$ cat config.mk
export PLATFORM = sky130hd
export DESIGN_NAME = i2c_target
export DESIGN_NICKNAME = d
export VERILOG_FILES = /design/src/rtl/i2c_target.sv
export SDC_FILE = /design/constraint.sdc
export NUM_CORES = 1
export LEC_CHECK = 0
export ABC_AREA = 1
export BUFFER_PORTS_ARGS = -buffer_cell sky130_fd_sc_hd__buf_4
export CAP_MARGIN = 20
export CORE_AREA = 2 2 147 149
export DETAILED_ROUTE_END_ITERATION = 6
export DIE_AREA = 0 0 149 151
export PLACE_DENSITY_LB_ADDON = 0.15
export SYNTH_ARGS = -nofsm -noshare
export SYNTH_HDL_FRONTEND = slang
export SYNTH_SLANG_ARGS = --single-unit
$ cat constraint.sdc
create_clock -name clk -period 1.9 [get_ports clk]
set_input_delay 0.19 -clock clk [delete_from_list [all_inputs] [get_ports clk]]
set_output_delay 0.19 -clock clk [all_outputs]
set_load 0.005 [all_outputs]
$ cat src/rtl/i2c_target.sv
// I2C target: 16 x 8-bit register file behind address ADDRESS; every addressed byte is ACKed, writes are also strobed to fabric.
// Latency: pad -> decision 2 sync + FILTER samples; no clock stretching, host port never stalled, host_rd_data 1 cycle.
module i2c_target #(
    parameter logic [6:0] ADDRESS = 7'h42,
    parameter int         FILTER  = 3
) (
    input  logic       clk,
    input  logic       rst_n,
    input  logic       scl_in,
    input  logic       sda_in,
    output logic       sda_oe,
    output logic       i2c_wr_stb,
    output logic [3:0] i2c_wr_addr,
    output logic [7:0] i2c_wr_data,
    input  logic       host_wr_stb,
    input  logic [3:0] host_wr_addr,
    input  logic [7:0] host_wr_data,
    input  logic [3:0] host_rd_addr,
    output logic [7:0] host_rd_data,
    output logic       busy
);

    localparam int            CW       = (FILTER > 1) ? $clog2(FILTER) : 1;
    localparam logic [CW-1:0] FLT_LAST = CW'(FILTER - 1);

    typedef enum logic [3:0] {
        ST_IDLE, ST_ADDR, ST_ADDR_ACK, ST_PTR, ST_PTR_ACK,
        ST_WDATA, ST_WDATA_ACK, ST_RDATA, ST_MACK
    } state_t;

    logic [1:0]    scl_sync, sda_sync;
    logic [CW-1:0] scl_cnt, sda_cnt;
    logic          scl_f, sda_f, scl_q, sda_q;
    logic          scl_rise, scl_fall, start_det, stop_det;

    state_t     state, state_nxt;
    logic [3:0] bit_cnt, cnt_nxt;
    logic [7:0] sh, sh_nxt, tx, tx_nxt, rx_byte, rd_byte;
    logic [3:0] ptr, ptr_nxt;
    logic       rw, rw_nxt, oe_nxt, busy_nxt, i2c_we;
    logic [7:0] regs [16];

    // Filtered levels reset high so an idle bus after reset is not mistaken for a condition.
    always_ff @(posedge clk or negedge rst_n) begin
        if (!rst_n) begin
            scl_sync <= 2'b11;
            sda_sync <= 2'b11;
            scl_cnt  <= '0;
            sda_cnt  <= '0;
            scl_f    <= 1'b1;
            sda_f    <= 1'b1;
            scl_q    <= 1'b1;
            sda_q    <= 1'b1;
        end else begin
            scl_sync <= {scl_sync[0], scl_in};
            sda_sync <= {sda_sync[0], sda_in};
            scl_q    <= scl_f;
            sda_q    <= sda_f;
            if (scl_sync[1] == scl_f) begin
                scl_cnt <= '0;
            end else if (scl_cnt == FLT_LAST) begin
                scl_f   <= scl_sync[1];
                scl_cnt <= '0;
            end else begin
                scl_cnt <= scl_cnt + 1'b1;
            end
            if (sda_sync[1] == sda_f) begin
                sda_cnt <= '0;
            end else if (sda_cnt == FLT_LAST) begin
                sda_f   <= sda_sync[1];
                sda_cnt <= '0;
            end else begin
                sda_cnt <= sda_cnt + 1'b1;
            end
        end
    end

    assign scl_rise  = scl_f & ~scl_q;
    assign scl_fall  = ~scl_f & scl_q;
    assign start_det = scl_f & scl_q & sda_q & ~sda_f;
    assign stop_det  = scl_f & scl_q & ~sda_q & sda_f;
    assign rx_byte   = {sh[6:0], sda_f};
    assign rd_byte   = regs[ptr];

    // In ACK states sda_oe doubles as the phase: first fall drives ACK, second fall ends the slot.
    always_comb begin
        state_nxt = state;
        cnt_nxt   = bit_cnt;
        sh_nxt    = sh;
        tx_nxt    = tx;
        ptr_nxt   = ptr;
        rw_nxt    = rw;
        oe_nxt    = sda_oe;
        busy_nxt  = busy;
        i2c_we    = 1'b0;
        if (start_det) begin
            state_nxt = ST_ADDR;
            cnt_nxt   = 4'd0;
            oe_nxt    = 1'b0;
            busy_nxt  = 1'b0;
        end else if (stop_det) begin
            state_nxt = ST_IDLE;
            oe_nxt    = 1'b0;
            busy_nxt  = 1'b0;
        end else begin
            case (state)
                ST_ADDR: if (scl_rise) begin
                    sh_nxt  = rx_byte;
                    cnt_nxt = bit_cnt + 4'd1;
                    if (bit_cnt == 4'd7) begin
                        cnt_nxt = 4'd0;
                        if (rx_byte[7:1] == ADDRESS) begin
                            state_nxt = ST_ADDR_ACK;
                            rw_nxt    = rx_byte[0];
                            busy_nxt  = 1'b1;
                        end else begin
                            state_nxt = ST_IDLE;
                        end
                    end
                end
                ST_ADDR_ACK: if (scl_fall) begin
                    if (!sda_oe) begin
                        oe_nxt = 1'b1;
                    end else if (rw) begin
                        tx_nxt    = rd_byte;
                        oe_nxt    = ~rd_byte[7];
                        cnt_nxt   = 4'd1;
                        state_nxt = ST_RDATA;
                    end else begin
                        oe_nxt    = 1'b0;
                        state_nxt = ST_PTR;
                    end
                end
                ST_PTR: if (scl_rise) begin
                    sh_nxt  = rx_byte;
                    cnt_nxt = bit_cnt + 4'd1;
                    if (bit_cnt == 4'd7) begin
                        ptr_nxt   = rx_byte[3:0];
                        cnt_nxt   = 4'd0;
                        state_nxt = ST_PTR_ACK;
                    end
                end
                ST_PTR_ACK, ST_WDATA_ACK: if (scl_fall) begin
                    if (!sda_oe) begin
                        oe_nxt = 1'b1;
                    end else begin
                        oe_nxt    = 1'b0;
                        state_nxt = ST_WDATA;
                    end
                end
                ST_WDATA: if (scl_rise) begin
                    sh_nxt  = rx_byte;
                    cnt_nxt = bit_cnt + 4'd1;
                    if (bit_cnt == 4'd7) begin
                        i2c_we    = 1'b1;
                        ptr_nxt   = ptr + 4'd1;
                        cnt_nxt   = 4'd0;
                        state_nxt = ST_WDATA_ACK;
                    end
                end
                ST_RDATA: if (scl_fall) begin
                    if (bit_cnt == 4'd8) begin
                        oe_nxt    = 1'b0;
                        ptr_nxt   = ptr + 4'd1;
                        cnt_nxt   = 4'd0;
                        state_nxt = ST_MACK;
                    end else begin
                        oe_nxt  = ~tx[~bit_cnt[2:0]];
                        cnt_nxt = bit_cnt + 4'd1;
                    end
                end
                ST_MACK: if (scl_rise) begin
                    if (sda_f) begin
                        state_nxt = ST_IDLE;
                        busy_nxt  = 1'b0;
                    end else begin
                        tx_nxt    = rd_byte;
                        cnt_nxt   = 4'd0;
                        state_nxt = ST_RDATA;
                    end
                end
                default: state_nxt = ST_IDLE;
            endcase
        end
    end

    always_ff @(posedge clk or negedge rst_n) begin
        if (!rst_n) begin
            state       <= ST_IDLE;
            bit_cnt     <= '0;
            sh          <= '0;
            tx          <= '0;
            ptr         <= '0;
            rw          <= 1'b0;
            sda_oe      <= 1'b0;
            busy        <= 1'b0;
            i2c_wr_stb  <= 1'b0;
            i2c_wr_addr <= '0;
            i2c_wr_data <= '0;
        end else begin
            state      <= state_nxt;
            bit_cnt    <= cnt_nxt;
            sh         <= sh_nxt;
            tx         <= tx_nxt;
            ptr        <= ptr_nxt;
            rw         <= rw_nxt;
            sda_oe     <= oe_nxt;
            busy       <= busy_nxt;
            i2c_wr_stb <= i2c_we;
            if (i2c_we) begin
                i2c_wr_addr <= ptr;
                i2c_wr_data <= rx_byte;
            end
        end
    end

    // Bus write takes priority over a same-index host write in the same cycle.
    always_ff @(posedge clk or negedge rst_n) begin
        if (!rst_n) begin
            for (int i = 0; i < 16; i++) regs[i] <= '0;
            host_rd_data <= '0;
        end else begin
            for (int i = 0; i < 16; i++) begin
                if (i2c_we && ptr == 4'(i))
                    regs[i] <= rx_byte;
                else if (host_wr_stb && host_wr_addr == 4'(i))
                    regs[i] <= host_wr_data;
            end
            host_rd_data <= regs[host_rd_addr];
        end
    end

endmodule

==> results of run 1 <==
## how the worst min path moves through the flow
stage                     from               to  cells past startpoint
5_1_grt        host_rd_addr[3]  host_rd_data[5]                      3
6_report       host_rd_addr[3]  host_rd_data[5]                      3
2_1_floorplan            rst_n       bit_cnt[0]                      0
3_5_place_dp             rst_n   i2c_wr_data[6]                      1
3_3_place_gp             rst_n   i2c_wr_data[6]                      1
4_1_cts        host_rd_addr[3]  host_rd_data[5]                      3
## routing by layer
metal,wire length [um],vias to the layer above
met2,17600,773
met5,0,-
met3,4630,99
met4,1490,0
met1,16700,5728
li1,-,5855
## cells in the mapped netlist (all sizes together)
library cell	number
xnor2	2
dfrtp	183
nor3	12
o22ai	2
clkinv	1
nand3	144
inv	131
nand3b	1
a21oi	78
ha	6
xor2	1
a31oi	1
dfstp	8
nor3b	1
nand2	595
o21a	1
clkbuf	66
nor2	60
buf	48
o211ai	39
nand4	6
o21ai	351
## timing repair
action | CTS | global route
endpoints found under the hold margin | 48 | 0
endpoints found under the setup margin | 32 | 162
gates resized for setup | 6 | 63
setup buffers | 0 | 5
hold buffers | 3 | 0
pin swaps | 1 | 10
cloned | 0 | 7
## worst max-delay path: stages, from the launching register on
cell     delay (ps)
dfrtp_1         360
ha_2            190
nand2_2          60
nor2_2          110
nand2_2         100
nor2_8          150
buf_12          180
nand3_2         160
buf_12          210
nand2_1          60
o21ai_1          60
nand2_1          80
nand2_1          60
## cell type report
class	instances	share of cell area
timing repair inverter	1	0.000534
sequential	191	0.341
multi-input combinational	1302	0.441
clock inverter	13	0.0110
timing repair buffer	161	0.116
tap	275	0.0245
clock buffer	19	0.0308
inverter	132	0.0355
## state kept, by name, indices dropped and copies added, names as in the netlist, 4 cells and up
signal / flops
regs: 128
host_rd_data: 8
i2c_wr_data: 8
tx: 8
sh: 7
bit_cnt: 4
i2c_wr_addr: 4
ptr: 4
state: 4
## through the flow
stage | util | power, mW | hold slack [ps]
3_3_place_gp | 0.628 | 8.83 | 205
6_report | 0.675 | 12.8 | 152
3_5_place_dp | 0.628 | 8.93 | 208
5_1_grt | 0.675 | 13.4 | 159
4_1_cts | 0.659 | 12.6 | 142
2_1_floorplan | - | 7.42 | -106
## power groups by stage
| stage | clock (mW) | combinational, mW | sequential, mW |
|---|---|---|---|
| 2_1_floorplan | 0 | 2.06 | 5.36 |
| 3_3_place_gp | 0 | 3.36 | 5.47 |
| 3_5_place_dp | 0 | 3.43 | 5.50 |
| 4_1_cts | 3.73 | 3.45 | 5.43 |
| 5_1_grt | 3.88 | 4.01 | 5.55 |
| 6_report | 3.70 | 3.67 | 5.47 |
## cells by family (layout without fill, tap and decap cells)
family,after synthesis,after routing
adder cells (fa/ha/maj),6,6
AO/OA/AOI/OAI,472,472
buffers and inverters,246,326
XOR/XNOR,3,3
AND/OR/NAND/NOR,819,821
flip-flops,191,191
==> impl_metrics.json, run 1 <==
{
  "end_kind": "flip-flop",
  "power_density_nw_per_um2": 913,
  "clkSlewWorstSetupHoldPaths_ps": 70,
  "die_height_um": 151,
  "reg2reg_to": "regs[91]",
  "globalRouteOverflowTotal": 0,
  "rsz0062_at_grt": "true",
  "fin_skew_ps": 7.96,
  "start_util": 0.564,
  "synthMuxAreaShare": 0,
  "critPathLaunchType": "flip-flop",
  "synth.area.top_cells": "dfrtp_1 (39%), nand2_1 (19%), o21ai_0 (11%)",
  "cts.sinks": 191,
  "critPathLaunch": "bit_cnt[1]",
  "synth_seq_cells": 191,
  "synthSimpleGateAreaFrac": 0.291,
  "tritoncts": "yes",
  "timing.fmax_ghz": 0.523,
  "vias_per_cell": 5.95,
  "synth_nets": 1764,
  "setup_tns_ps": -12.0,
  "gr-usage-all-layers": 0.361,
  "crit_type": "reg -> reg",
  "drt_iter0_markers": 1620,
  "io_buffers": 43,
  "avgSynthCellArea_um2": 6.76,
  "final_cell_mix": "nand2_1 (569), o21ai_0 (252), dfrtp_1 (181), nand3_1 (128), inv_1 (126)",
  "finalSetupViolations": 1,
  "violations": "design-rule violations, negative setup slack",
  "power_frac_seq": 0.426,
  "grt_pass1_wl_um": 62000,
  "critPathArrivalTime_ps": 2250,
  "drc": 3,
  "final_common_cell": "nand2_1",
  "syn2layout_area_growth_pct": 19.7,
  "p_leak_nw": 6.88,
  "critPathMaxFanout": 19,
  "nNetsFinal": 1833,
  "maxCapViolations": 0,
  "gr-usage-met1": 0.515,
  "pin_count": 44,
  "ff_latch_area_um2": 4790,
  "tightest_slew_ps": 579,
  "wirelength_um": 40500,
  "detail-route-antenna-nets": 0,
  "syn_area_um2": 11700,
  "diodes": 0,
  "drtPass1Iterations": 7,
  "fin_cells": 2094,
  "post-place-ws_ps": -63.6,
  "reg2reg_depth": 12,
  "n_fill_cell": 1836,
  "die-width_um": 149,
  "irDropWorstVdd_mv": 0.589,
  "synthAdderAreaFrac": 0.00640,
  "grt_max_degree": 66,
  "p_sw_frac": 0.364,
  "antenna_found_initial": 0,
  "grt_pass1_vias": 11200,
  "yosys.area.top_type_share": 0.390,
  "clockPowerShare": 0.288,
  "core_area_um2": 20800,
  "syn_inst": 1737,
  "worst_slack_ps": -12.0,
  "ys_warn_count": 0,
  "clockBufferDepth": 2,
  "wire_per_inst_um": 19.3,
  "dp_hpwl_um": 27100,
  "rr_startpoint": "bit_cnt[1]",
  "critPathCapture": "regs[91]",
  "yosysTopAreaCell": "dfrtp_1",
  "ys_seq_area_frac": 0.408,
  "htree_levels": 4,
  "synth_top_family_by_area": "simple AND/OR/NAND/NOR gates",
  "gr-usage-met3": 0.0678,
  "r2r_slack_ps": -10,
  "report.final.slew_viol_count": 0,
  "p_int_mw": 8.16,
  "clock_latency_ps": 450,
  "cts_buffers": 17,
  "required_ps": 2240,
  "top_usage_layer": "met2",
  "dieArea_um2": 22500,
  "vias": 12500,
  "multiInputGateArea_um2": 6200,
  "dp_cells": 2047,
  "relSlewSlack": 0.614,
  "yosysUniqueCellTypes": 33,
  "grt.met2_usage": 0.540,
  "status": "finished, violations left",
  "std_cell_rows": 53,
  "p_sw_mw": 4.67,
  "gp_congestion": 0.986,
  "synth-xor-area-share": 0.00224,
  "hold_viol": 0,
  "clockRootBuffer": "clkbuf_16",
  "min_period_ps": 1910,
  "drive_above_1_share": 0.145,
  "p_comb_frac": 0.286,
  "synth_compound_area_frac": 0.210,
  "fin_crit_sh": 1.01,
  "finalInstanceArea_um2": 14100,
  "place_area_um2": 13100,
  "hp-class": "in -> reg"
}
No activity file was read; power rests on OpenSTA's default activity.
==> run 2, diff against run 1 <==
--- a/config.mk
+++ b/config.mk
@@ -5,12 +5,12 @@
 export SDC_FILE = /design/constraint.sdc
 export NUM_CORES = 1
 export LEC_CHECK = 0
-export ABC_AREA = 1
 export BUFFER_PORTS_ARGS = -buffer_cell sky130_fd_sc_hd__buf_4
 export CAP_MARGIN = 20
-export CORE_AREA = 2 2 147 149
+export CORE_AREA = 2 2 141 143
+export CTS_BUF_LIST = sky130_fd_sc_hd__clkbuf_4
 export DETAILED_ROUTE_END_ITERATION = 6
-export DIE_AREA = 0 0 149 151
+export DIE_AREA = 0 0 143 145
 export PLACE_DENSITY_LB_ADDON = 0.15
 export SYNTH_ARGS = -nofsm -noshare
 export SYNTH_HDL_FRONTEND = slang
==> run 2 against run 1 <==
  * The flow finishes with violations (negative setup slack)
  * Critical path depth is 7 lower
  * Cell count is 34% lower
  * Combinational power decreased by 4%
  * Clock skew increased by 31 ps
  * Flip-flop and latch count is the same
  * Largest power group unchanged
  * Global-route usage shrank 4.0 points
==> impl_metrics.json, run 2 <==
{
  "clock_latency_ps": 630,
  "yosysUniqueCellTypes": 59,
  "violations": "negative setup slack",
  "p_comb_frac": 0.313,
  "reg2reg_to": "rw",
  "antenna_found_initial": 3,
  "gp_congestion": 0.899,
  "gr-usage-met1": 0.472,
  "syn_area_um2": 11000,
  "ff_latch_area_um2": 4790,
  "status": "finished, violations left",
  "required_ps": 2420,
  "rr_startpoint": "state[1]",
  "nNetsFinal": 1124,
  "drt_iter0_markers": 892,
  "critPathArrivalTime_ps": 2520,
  "maxCapViolations": 0,
  "report.final.slew_viol_count": 0,
  "io_buffers": 43,
  "ys_seq_area_frac": 0.436,
  "critPathLaunchType": "flip-flop",
  "timing.fmax_ghz": 0.499,
  "cpLargestDelayFamily": "simple AND/OR/NAND/NOR gates",
  "drc": 0,
  "relSlewSlack": 0.603,
  "grt.met2_usage": 0.483,
  "dp_cells": 1302,
  "final_cell_mix": "dfrtp_1 (181), nor2_1 (146), a21oi_1 (137), mux2i_1 (134), buf_4 (111)",
  "syn2layout_area_growth_pct": 24.1,
  "p_int_mw": 7.35,
  "yosys.cell_count.top_type": "dfrtp_1",
  "fin_crit_sh": 1.05,
  "largest_reg_flops": 128,
  "tightest_slew_ps": 596,
  "final_common_cell": "dfrtp_1",
  "std_cell_rows": 51,
  "cp_slowest_cell": "or4b_4",
  "power_frac_seq": 0.489,
  "r2r_slack_ps": -100,
  "reg2reg_depth": 5,
  "synth_seq_cells": 191,
  "dp_hpwl_um": 21100,
  "p_sw_frac": 0.351,
  "gr-usage-all-layers": 0.320,
  "clockPowerShare": 0.198,
  "critPathMaxFanout": 4,
  "dieArea_um2": 20700,
  "syn_inst": 987,
  "cts.sinks": 191,
  "synth.area.top_cells": "dfrtp_1 (42%), mux4_2 (15%), mux2i_1 (12%)",
  "drive_above_1_share": 0.348,
  "detail-route-antenna-nets": 0,
  "clkSlewWorstSetupHoldPaths_ps": 200,
  "fin_skew_ps": 38.7,
  "grt_pass1_vias": 8339,
  "fin_cells": 1378,
  "finalSetupViolations": 99,
  "p_leak_nw": 5.78,
  "p_sw_mw": 3.98,
  "irDropWorstVdd_mv": 0.540,
  "rsz0062_at_grt": "true",
  "synth_nets": 1014,
  "path_cells": "or4b_4, or3_4, a21oi_4, or4_4, mux2_4",
  "yosys.area.top_type_share": 0.417,
  "utilization": 0.710,
  "die-width_um": 143,
  "synth_edf_count": 0,
  "power_density_nw_per_um2": 831,
  "synthFlopType": "dfrtp_1",
  "fin_worst_hold_slack_ps": 30.1,
  "clockBufferDepth": 2,
  "finalInstanceArea_um2": 13600,
  "top_usage_layer": "met2",
  "crit_type": "reg -> reg",
  "wire_per_inst_um": 24.6,
  "grt_pass1_wl_um": 50000,
  "critical_path_buf_inv_count": 0,
  "ys_warn_count": 0,
  "drtPass1Iterations": 6,
  "clockRootBuffer": "clkbuf_4",
  "hold_viol": 0,
  "n_fill_cell": 1386,
  "avgSynthCellArea_um2": 11.1,
  "yosysTopAreaCell": "dfrtp_1",
  "grt_max_degree": 54,
  "multiInputGateArea_um2": 6360,
  "wirelength_um": 33900,
  "tritoncts": "yes",
  "power_mw": 11.3,
  "top_register": "regs",
  "async_reset_ff_frac": 1.00,
  "cp_slowest_stage_delay_ps": 560,
  "hp-class": "in -> async",
  "globalRouteOverflowTotal": 0,
  "pin_count": 44,
  "vias_per_cell": 6.48,
  "place_area_um2": 12400,
  "vias": 8928,
  "cts_buffers": 17,
  "core_area_um2": 19200,
  "gr-usage-met3": 0.0624,
  "min_period_ps": 2000,
  "ys_top_cells_by_count": "dfrtp_1 (183), nor2_1 (156), a21oi_1 (139)",
  "start_util": 0.572,
  "die_height_um": 145,
  "htree_levels": 4,
  "worst_slack_ps": -104,
  "end_kind": "flip-flop"
}
[run 2: changes by cell type after synthesis, sizes merged, moves of 96 or more]
cell	delta
nand2	-574
o21ai	-340
mux2i	+134
inv	-124
nand3	-118
nor2	+96
[run 2: cell type report]
type	instances	share of cell area
multi-input cells	711	0.467
flip-flops and latches	191	0.352
well taps	265	0.0243
clock inverters	14	0.0106
clock buffers	18	0.00991
repair buffers	169	0.134
diodes	3	0.000551
inverters	7	0.00193
[run 2: through the flow]
| step | setup TNS (ps) | setup WS [ps] |
|---|---|---|
| 6_report | -3290 | -104 |
| 5_1_grt | -13170 | -146 |
| 4_1_cts | -5460 | -103 |
| 3_5_place_dp | -1840 | -129 |
| 3_3_place_gp | -765 | -102 |
| 2_1_floorplan | -13530 | -232 |
[run 2: worst max-delay path by stage]
stage	from	end	slack, ps	depth (start not counted)
4_1_cts	state[0]	rw	-100	5
6_report	state[1]	rw	-100	5
5_1_grt	state[0]	rw	-150	5
3_5_place_dp	state[0]	rw	-130	5
2_1_floorplan	state[1]	bit_cnt[2]	-230	7
3_3_place_gp	state[0]	rw	-100	5
[run 2: metal layers]
| layer | wire length [um] | up-vias |
|---|---|---|
| met5 | 14 | - |
| met4 | 1150 | 2 |
| met3 | 3220 | 94 |
| met2 | 15800 | 490 |
| met1 | 13700 | 4476 |
| li1 | - | 3866 |
[run 2: power groups by stage]
| stage | clock network, mW | registers, mW | logic (mW) |
|---|---|---|---|
| final | 2.25 | 5.54 | 3.54 |
| after global routing | 2.43 | 5.63 | 3.81 |
| after CTS | 2.27 | 5.51 | 3.32 |
| after detailed placement | 0 | 5.57 | 3.22 |
| after global placement | 0 | 5.52 | 3.16 |
| after floorplan | 0 | 5.42 | 2.13 |
[run 2: what timing repair did]
action	in CTS	in global routing
cloned	7	8
setup buffers	3	11
gates resized for setup	32	65
setup endpoints to repair	81	162
hold endpoints to repair	264	0
pin swaps	11	20
hold buffers	12	0
[run 2: logic make-up (layout without fill, tap and decap cells)]
logic type | count (synthesis) | in the layout | share of synthesized area
buffers and inverters | 91 | 208 | 0.0333
and+or+nand+nor | 261 | 267 | 0.113
adders and majority gates | 6 | 6 | 0.00683
other | 0 | 3 | 0
muxes | 239 | 239 | 0.306
xor gates and xnor gates | 4 | 4 | 0.00319
AOI/OAI and AO/OA | 195 | 195 | 0.102
DFF | 191 | 191 | 0.436
==> run 3, diff against run 2 <==
--- a/config.mk
+++ b/config.mk
@@ -11,7 +11,7 @@
 export CTS_BUF_LIST = sky130_fd_sc_hd__clkbuf_4
 export DETAILED_ROUTE_END_ITERATION = 6
 export DIE_AREA = 0 0 143 145
-export PLACE_DENSITY_LB_ADDON = 0.15
+export PLACE_DENSITY = 0.78
 export SYNTH_ARGS = -nofsm -noshare
 export SYNTH_HDL_FRONTEND = slang
 export SYNTH_SLANG_ARGS = --single-unit
==> run 3 against run 2 <==
  * The flow finishes with violations (design-rule violations, negative setup slack)
  * Routed wire length rose by 5.1%
  * Critical path type unchanged
  * Fmax fell by 1.4%
  * Setup slack got worse by 29 ps
  * First-iteration DRC count rose by 60%
  * Global-route usage rose by 1.7 points
  * Largest cell class unchanged
  * Combinational power rose by 3%
  * Flip-flop and latch count did not move
==> impl_metrics.json, run 3 (synthesis gave the netlist of run 2 again) <==
{
  "hold_viol": 0,
  "finalSetupViolations": 102,
  "cts_buffers": 17,
  "dieArea_um2": 20700,
  "vias_per_cell": 6.85,
  "core_area_um2": 19200,
  "status": "finished, violations left",
  "wire_per_inst_um": 25.8,
  "htree_levels": 4,
  "grt_pass1_wl_um": 52700,
  "hp-class": "in -> reg",
  "tritoncts": "yes",
  "fin_skew_ps": 20.3,
  "path_cells": "or4b_4, o311a_1, o32a_1, or3_1, a32o_1",
  "antenna_found_initial": 4,
  "drt_iter0_markers": 1428,
  "tightest_slew_ps": 614,
  "p_leak_nw": 5.71,
  "gr-usage-all-layers": 0.337,
  "detail-route-antenna-nets": 0,
  "dp_cells": 1300,
  "clockRootBuffer": "clkbuf_4",
  "largest_reg_flops": 128,
  "utilization": 0.705,
  "end_kind": "flip-flop",
  "pin_count": 44,
  "clockBufferDepth": 2,
  "report.final.slew_viol_count": 0,
  "final_cell_mix": "dfrtp_1 (181), nor2_1 (143), mux2i_1 (134), a21oi_1 (133), buf_4 (112)",
  "r2r_slack_ps": -130,
  "power_density_nw_per_um2": 860,
  "gp_congestion": 0.943,
  "fin_cells": 1377,
  "timing.fmax_ghz": 0.492,
  "clock_latency_ps": 620,
  "crit_type": "reg -> reg",
  "violations": "design-rule violations, negative setup slack",
  "dp_hpwl_um": 21000,
  "maxCapViolations": 0,
  "grt_pass1_vias": 9037,
  "start_util": 0.572,
  "required_ps": 2430,
  "ff_latch_area_um2": 4790,
  "cp_slowest_cell": "or4b_4",
  "critPathLaunchType": "flip-flop",
  "globalRouteOverflowTotal": 0,
  "multiInputGateArea_um2": 6410,
  "wirelength_um": 35600,
  "critPathArrivalTime_ps": 2560,
  "worst_slack_ps": -133,
  "die_height_um": 145,
  "grt_max_degree": 49,
  "drive_above_1_share": 0.353,
  "rsz0062_at_grt": "true",
  "die-width_um": 143,
  "syn2layout_area_growth_pct": 23.3,
  "critPathMaxFanout": 4,
  "nNetsFinal": 1125,
  "cts.sinks": 191,
  "fin_crit_sh": 1.07,
  "std_cell_rows": 51,
  "cp_slowest_stage_delay_ps": 580,
  "top_register": "regs",
  "drc": 1,
  "drtPass1Iterations": 7,
  "final_common_cell": "dfrtp_1",
  "irDropWorstVdd_mv": 0.552,
  "vias": 9439,
  "relSlewSlack": 0.591,
  "n_fill_cell": 1251,
  "min_period_ps": 2030,
  "io_buffers": 43,
  "clkSlewWorstSetupHoldPaths_ps": 180
}
[run 3: changes by cell type in the layout (fill, tap and decap cells not counted), moves of 3 or more]
| cell | delta |
|---|---|
| a21oi_1 | -4 |
| nand3_4 | +4 |
| nor2_2 | +5 |
| a21oi_2 | +5 |
| clkbuf_16 | -3 |
| nor2_1 | -3 |
| o21ai_1 | -3 |
| buf_6 | +5 |
| buf_12 | -6 |
[run 3: path summary, 6_finish.rpt]
check	start	end	cells past startpoint
max	state[2]	bit_cnt[2]	5
min	host_rd_addr[2]	host_rd_data[7]	2
max reg2reg	state[2]	bit_cnt[2]	5
min reg2reg	scl_sync[0]	scl_sync[1]	0
max in group asynchronous	rst_n	regs[102]	3
min in group asynchronous	rst_n	regs[50]	2
[run 3: what timing repair did]
item	in CTS	in global routing
endpoints found under the hold margin	283	0
gates cloned	12	6
hold buffers	12	0
buffers inserted	5	9
resized for setup	65	48
setup endpoints to repair	144	154
pin swaps	15	11
[run 3: power breakdown]
part	total, mW	internal, mW	switching (mW)
clock	2.43	0.747	1.69
combinational	3.66	1.80	1.86
sequential	5.56	4.90	0.654
total	11.7	7.45	4.20
[run 3: cell type report]
class                           instances  share of cell area
Multi-Input combinational cell        715               0.473
Sequential cell                       191               0.354
Antenna cell                            1            0.000185
Inverter                                7             0.00194
Clock buffer                           17             0.00942
Clock inverter                         15              0.0145
Tap cell                              265              0.0245
Timing Repair Buffer                  166               0.123
[run 3: worst max-delay path: cells and delay by family (launching register included)]
family	cells	cell delay, ps
and+or+nand+nor	2	930
DFF	1	420
AOI/OAI and AO/OA	3	590
[run 3: through the flow]
step | setup slack (ps) | total power, mW | area, um^2 | setup TNS, ps | hold WS, ps
6_report | -133 | 11.7 | 13500 | -4190 | 32.8
5_1_grt | -198 | 12.1 | 13500 | -13230 | 35.4
4_1_cts | -107 | 11.4 | 13200 | -376 | 10.6
3_5_place_dp | -179 | 8.89 | 12300 | -8380 | 177
3_3_place_gp | -154 | 8.74 | 12300 | -3530 | 178
2_1_floorplan | -232 | 7.55 | 11200 | -13530 | -106
[run 3: routing by layer]
metal / up-vias / global-route usage / wire, um
met4: 4 / 0.140 / 1870
met3: 168 / 0.102 / 4370
met1: 4607 / 0.478 / 13400
li1: 3882 / - / -
met5: - / 0 / 29
met2: 778 / 0.489 / 16000
